<file path="src/rtl/reg_write_arbiter_pkg.sv">
// Shared types and helpers for the register write arbiter and related round-robin arbiters.
// Widths are derived from parameters via constant functions so every user sizes itself.
package reg_write_arbiter_pkg;

    localparam int N_REQ_DEF = 4;
    localparam int IDX_W     = (N_REQ_DEF > 1) ? $clog2(N_REQ_DEF) : 1;
    localparam int RR_MAX    = 32;

    // Index width that never collapses to zero bits for single-entry arbiters.
    function automatic int idx_width(input int n);
        return (n > 1) ? $clog2(n) : 1;
    endfunction

    // Reference round-robin pick: scan from ptr upward with wrap, return one-hot grant.
    function automatic logic [RR_MAX-1:0] rr_pick(input logic [RR_MAX-1:0] req,
                                                  input int n,
                                                  input int ptr);
        logic [RR_MAX-1:0] g;
        int idx;
        logic found;
        g     = '0;
        found = 1'b0;
        for (int off = 0; off < RR_MAX; off++) begin
            if (off < n && !found) begin
                idx = (ptr + off) % n;
                if (req[idx]) begin
                    g[idx] = 1'b1;
                    found  = 1'b1;
                end
            end
        end
        return g;
    endfunction

endpackage

</file>
<file path="src/rtl/reg_write_arbiter_rr_pick_comb.sv">
// Round-robin pick: rotate requests by ptr, priority-encode lowest, unrotate to an index.
// Latency: purely combinational.
// Backpressure: none; grant is a pure function of req and ptr.
module rr_pick_comb #(
    parameter int N  = 4,
    parameter int IW = 2
) (
    input  logic [N-1:0]  req,
    input  logic [IW-1:0] ptr,
    output logic [N-1:0]  gnt,
    output logic [IW-1:0] idx,
    output logic          any
);

    logic [2*N-1:0] dbl;
    logic [N-1:0]   rot;
    logic [IW-1:0]  enc;
    logic [IW:0]    sum;

    always_comb begin
        dbl = {req, req} >> ptr;
        rot = dbl[N-1:0];
    end

    // Lowest set bit of the rotated vector is the first requester at or after ptr.
    always_comb begin
        enc = '0;
        any = 1'b0;
        for (int i = N - 1; i >= 0; i--) begin
            if (rot[i]) begin
                enc = IW'(i);
                any = 1'b1;
            end
        end
    end

    always_comb begin
        sum = {1'b0, enc} + {1'b0, ptr};
        if (int'(sum) >= N) begin
            sum = sum - (IW+1)'(N);
        end
        idx = sum[IW-1:0];
        gnt = any ? (N'(1) << idx) : '0;
    end

endmodule

</file>
<file path="src/rtl/reg_write_arbiter.sv">
// Round-robin shared-register writer with optional bounded lock-based burst ownership.
// Latency: gnt is combinational; q/owner/wr_valid update at the grant edge (visible next cycle).
// Backpressure: requesters hold req/wdata until they see gnt; ungranted requests simply wait.
module reg_write_arbiter
    import reg_write_arbiter_pkg::*;
#(
    parameter int N_REQ    = 4,
    parameter int WIDTH    = 8,
    parameter int LOCK_MAX = 4
) (
    input  logic                        clk,
    input  logic                        reset,
    input  logic [N_REQ-1:0]            req,
    input  logic [N_REQ-1:0]            lock,
    input  logic [N_REQ*WIDTH-1:0]      wdata,
    output logic [N_REQ-1:0]            gnt,
    output logic [WIDTH-1:0]            q,
    output logic [idx_width(N_REQ)-1:0] owner,
    output logic                        wr_valid
);

    localparam int IW = idx_width(N_REQ);
    localparam int CW = idx_width(LOCK_MAX);

    logic [IW-1:0]    ptr;
    logic [CW-1:0]    lock_cnt;
    logic [N_REQ-1:0] pick_gnt;
    logic [IW-1:0]    pick_idx;
    logic             pick_any;
    logic [WIDTH-1:0] sel_data;
    logic [IW-1:0]    next_idx;
    logic [CW-1:0]    eff_cnt;
    logic             keep;

    rr_pick_comb #(
        .N  (N_REQ),
        .IW (IW)
    ) u_pick (
        .req (req),
        .ptr (ptr),
        .gnt (pick_gnt),
        .idx (pick_idx),
        .any (pick_any)
    );

    assign gnt = reset ? pick_gnt : '0;

    always_comb begin
        sel_data = '0;
        for (int i = 0; i < N_REQ; i++) begin
            if (pick_idx == IW'(i)) begin
                sel_data = wdata[i*WIDTH +: WIDTH];
            end
        end
    end

    // The lock count only carries over while the same requester keeps winning.
    always_comb begin
        eff_cnt  = (pick_idx == owner) ? lock_cnt : '0;
        keep     = lock[pick_idx] && (int'(eff_cnt) < LOCK_MAX - 1);
        next_idx = (pick_idx == IW'(N_REQ - 1)) ? '0 : pick_idx + IW'(1);
    end

    always_ff @(posedge clk or negedge reset) begin
        if (!reset) begin
            ptr      <= '0;
            lock_cnt <= '0;
            q        <= '0;
            owner    <= '0;
            wr_valid <= 1'b0;
        end else if (pick_any) begin
            q        <= sel_data;
            owner    <= pick_idx;
            wr_valid <= 1'b1;
            if (keep) begin
                ptr      <= pick_idx;
                lock_cnt <= eff_cnt + CW'(1);
            end else begin
                ptr      <= next_idx;
                lock_cnt <= '0;
            end
        end else begin
            wr_valid <= 1'b0;
            lock_cnt <= '0;
        end
    end

endmodule

</file>
<file path="config.mk">
export PLATFORM = sky130hd
export DESIGN_NAME = reg_write_arbiter
export DESIGN_NICKNAME = d
export VERILOG_FILES = /design/src/rtl/reg_write_arbiter_pkg.sv /design/src/rtl/reg_write_arbiter_rr_pick_comb.sv /design/src/rtl/reg_write_arbiter.sv
export SDC_FILE = /design/constraint.sdc
export NUM_CORES = 1
export LEC_CHECK = 0
export ABC_AREA = 1
export CAP_MARGIN = 20
export CELL_PAD_IN_SITES_DETAIL_PLACEMENT = 1
export CELL_PAD_IN_SITES_GLOBAL_PLACEMENT = 2
export CORE_AREA = 2 2 78 80
export CTS_BUF_LIST = sky130_fd_sc_hd__clkbuf_4 sky130_fd_sc_hd__clkbuf_8 sky130_fd_sc_hd__clkbuf_16
export DETAILED_ROUTE_END_ITERATION = 12
export DIE_AREA = 0 0 80 82
export PLACE_DENSITY = 0.85
export SYNTH_ARGS = -nofsm -noshare
export SYNTH_HDL_FRONTEND = slang
export SYNTH_SLANG_ARGS = --single-unit
export TNS_END_PERCENT = 1
</file>
<file path="constraint.sdc">
create_clock -name clk -period 6.7 [get_ports clk]
set_input_delay 0.67 -clock clk [delete_from_list [all_inputs] [get_ports clk]]
set_output_delay 0.67 -clock clk [all_outputs]
set_load 0.1 [all_outputs]
</file>
==> key figures <==
Timing
  – Maximum achievable frequency: 191.5 MHz
  – Part of the cycle the worst path needs: 0.7792
  – Final Hold Viols: 0
  – Total negative slack: 0 ns
  – Setup repair after global routing missed its margin: no
  – Worst clock skew on the final layout: just over 0.0005 ns
  – Max-slew violation count: 0
  – Relative max-transition margin: 0.3238
  – Final min period: around 5.2 ns
  – Transition at the pin with the smallest max-transition slack: 1.011 ns
  – Number of setup violations in the final report: 0

Setup path
  – Kind of start point of the critical path: input pin
  – Worst setup path class: input pin to output pin
  – Arrival time of the worst setup path: 4.55 ns
  – Number of buffer and inverter instances along the worst setup path: 5
  – Slowest cell on the critical path: sky130_fd_sc_hd__clkdlybuf4s50_1
  – Kind of cell with the highest combined delay on the critical path: buffers and inverters
  – CP required: 6.03 ns
  – Ordered list of cells on the worst path: clkdlybuf4s50_1, nand2_1, nand3_1, nand2_2, nand3_1, a21boi_0, ha_1, xnor2_1, inv_1, nand2_8, nand2_8, inv_4, ha_1, clkinv_1, nor3_1, clkdlybuf4s50_1
  – Critical Path End Type: output pin
  – Longest individual stage delay on the worst path: 1.16 ns
  – Max FO, Critical Path: 9

Detailed routing
  – Via Count: 1331
  – Wirelength, routed: 3.879 mm
  – Post-route antenna net violation count: 0
  – Per-cell routed wire length: 12.84 µm
  – Violation count after the first detailed-route iteration: 32
  – DRC violation count after routing: 0
  – Iteration count of the initial detailed-routing pass: 4
  – Via density per instance: 4.407

Synth
  – Number of distinct library cells after synthesis: 27
  – Sequential share of the synthesized area: 0.2947
  – Count of flip-flops with a built-in enable after synthesis: 0
  – Leading cell type by number of instances after synthesis: sky130_fd_sc_hd__nand2_1
  – Most instantiated cells after synthesis: 43 x sky130_fd_sc_hd__nand2_1, 26 x sky130_fd_sc_hd__o21ai_0, 21 x sky130_fd_sc_hd__nand3_1
  – Largest area contributor in the synthesized netlist: sky130_fd_sc_hd__dfrtp_1
  – Cell types occupying the most area after synthesis: sky130_fd_sc_hd__dfrtp_1 29%, sky130_fd_sc_hd__nand2_1 13%, sky130_fd_sc_hd__o21ai_0 10%, sky130_fd_sc_hd__nand3_1 8.3%, sky130_fd_sc_hd__ha_1 5.9%
  – Share of flip-flops with an asynchronous set or reset: 1.000
  – Synth Cell Area: 1274 µm²
  – Post-synth top area share: 0.2947
  – Seq cells post-synth: 15
  – Yosys warnings: 0
  – Syn Nets: 222
  – Synthesized area divided by synthesized cell count: between 7 and 8 µm²
  – Primary FF master, synth: sky130_fd_sc_hd__dfrtp_1
  – Count of mapped cells out of synthesis: around 170

Placed design
  – Placed wire-length estimate: 3.188 mm
  – Cell area after placement: 1894 µm²
  – Placer Congestion: between 0.7 and 0.8
  – I/O Buffers: 56

Clock network
  – PostCTS Resize Cnt: 0
  – Clock sinks: 15
  – CTS hold repair buffers: 0
  – Clock insertion delay at the later pin of the skew report: 0.24 ns
  – Post-CTS repair timing setup buffer count: 0
  – Clock tree from TritonCTS: yes
  – Num CTS Buffers: 3
  – H-Tree Depth: 1
  – Clock transition at path regs: 0.06 ns
  – Root Driver: sky130_fd_sc_hd__clkbuf_8
  – Buffer levels on the longest clock path: 2

Global route
  – GR Overflow Total: 0
  – Largest net degree at the start of global routing: 26
  – Initial antenna violation count: 0
  – Wire length of the first global-routing pass: ~6 mm
  – Vias in the first global route: 1332
  – Global routing usage summed across all routing layers: 0.1124

Worst hold path
  – Class of the worst hold path: flip-flop to flip-flop

Die
  – Die footprint: 6560 µm²
  – Die outline height: 82 µm
  – Initial core utilization: 0.2217
  – Area inside the core boundary: 5746 µm²
  – Number of placed I/O pins: 57
  – Placement row count: 28
  – Width of the die: 80 µm

Finish
  – Total Nets Final: 276
  – Share of layout cells above drive strength 1: 0.1101
  – Antenna cell count: 0
  – Area grow syn2layout: 52.55%
  – Post-Layout Inst Area: 1943 µm²

Outcome
  – Result of the run: finished clean

Run
  – Maximum Capacitance Violations: 0
through the flow:
step             util  hold slack, ns  worst slack [ns]  instances
2_1_floorplan       -          0.3744             1.559        174
3_3_place_gp   0.3297          0.4678             1.520        298
3_5_place_dp   0.3297          0.4762             1.440        298
4_1_cts        0.3382          0.4924             1.422        302
5_1_grt        0.3382          0.5233             1.143        302
6_report       0.3382          0.4855             1.479        302
metal layers:
| layer | wire, µm | vias up | track usage |
|---|---|---|---|
| met2 | 1868 | 26 | 0.1975 |
| li1 | - | 681 | - |
| met4 | 14 | 0 | 0.02034 |
| met5 | 0 | - | 0 |
| met3 | 101 | 2 | 0.004396 |
| met1 | 1894 | 622 | 0.1549 |
cells by family (layout without fill, tap and decap cells):
logic type | Yosys count | after routing | share of synthesized area
AOI/OAI and AO/OA | 35 | 35 | 0.1395
xor gates and xnor gates | 2 | 2 | 0.01375
adders and majority gates | 6 | 6 | 0.05894
buffers and inverters | 24 | 77 | 0.08251
DFF | 15 | 15 | 0.2947
muxes | 1 | 1 | 0.007859
and+or+nand+nor | 91 | 91 | 0.4027
cells in the final DEF (no fill, tap or decap):
cell	n
sky130_fd_sc_hd__clkdlybuf4s50_1	56
sky130_fd_sc_hd__nand2_1	43
sky130_fd_sc_hd__o21ai_0	26
sky130_fd_sc_hd__nand3_1	21
sky130_fd_sc_hd__dfrtp_1	15
sky130_fd_sc_hd__inv_1	12
sky130_fd_sc_hd__a21oi_1	8
sky130_fd_sc_hd__ha_1	6
sky130_fd_sc_hd__nand2_2	5
sky130_fd_sc_hd__nand2_4	5
sky130_fd_sc_hd__nand4_1	3
sky130_fd_sc_hd__nor3_1	3
sky130_fd_sc_hd__nor2_1	3
sky130_fd_sc_hd__clkbuf_8	3
sky130_fd_sc_hd__xnor2_1	2
sky130_fd_sc_hd__nand2_8	2
sky130_fd_sc_hd__nand3_4	2
sky130_fd_sc_hd__nor2_4	2
sky130_fd_sc_hd__clkinv_1	2
sky130_fd_sc_hd__inv_2	1
sky130_fd_sc_hd__a21boi_0	1
sky130_fd_sc_hd__clkinv_4	1
sky130_fd_sc_hd__inv_4	1
sky130_fd_sc_hd__mux2i_1	1
sky130_fd_sc_hd__nor2_2	1
sky130_fd_sc_hd__nand3_2	1
sky130_fd_sc_hd__clkbuf_4	1
worst min-delay path, cell delays in order, from the launching register on:
cell and delay, ns:
sky130_fd_sc_hd__dfrtp_1 0.34, sky130_fd_sc_hd__nand2_1 0.05, sky130_fd_sc_hd__o21ai_0 0.06
flip-flops by register name, summed over array words and instances, names as in the netlist:
name and count:
lock_cnt 2, wr_valid 1, ptr 2, owner 2
q 8
layout make-up:
cell class | count | area (µm²)
fill | 722 | 3802
clock buffer | 4 | 48.80
sequential | 15 | 375.4
multi-input combinational | 135 | 793.3
inverter | 17 | 71.32
tap | 75 | 93.84
timing repair buffer | 56 | 560.5
path summary, 6_finish.rpt:
path,slack [ns],startpoint,endpoint,cells past startpoint
worst max-delay path,1.48,req[1],gnt[1],16
worst min-delay path,0.49,q[4],q[4],2
worst max register to register,3.45,ptr[0],q[6],20
worst min register to register,0.49,q[4],q[4],2
max in group asynchronous,5.35,reset,ptr[1],1
min in group asynchronous,0.87,reset,q[3],1
Power is not shown: default switching activity piles up to over one toggle a cycle in this logic, so the estimate is an artifact.
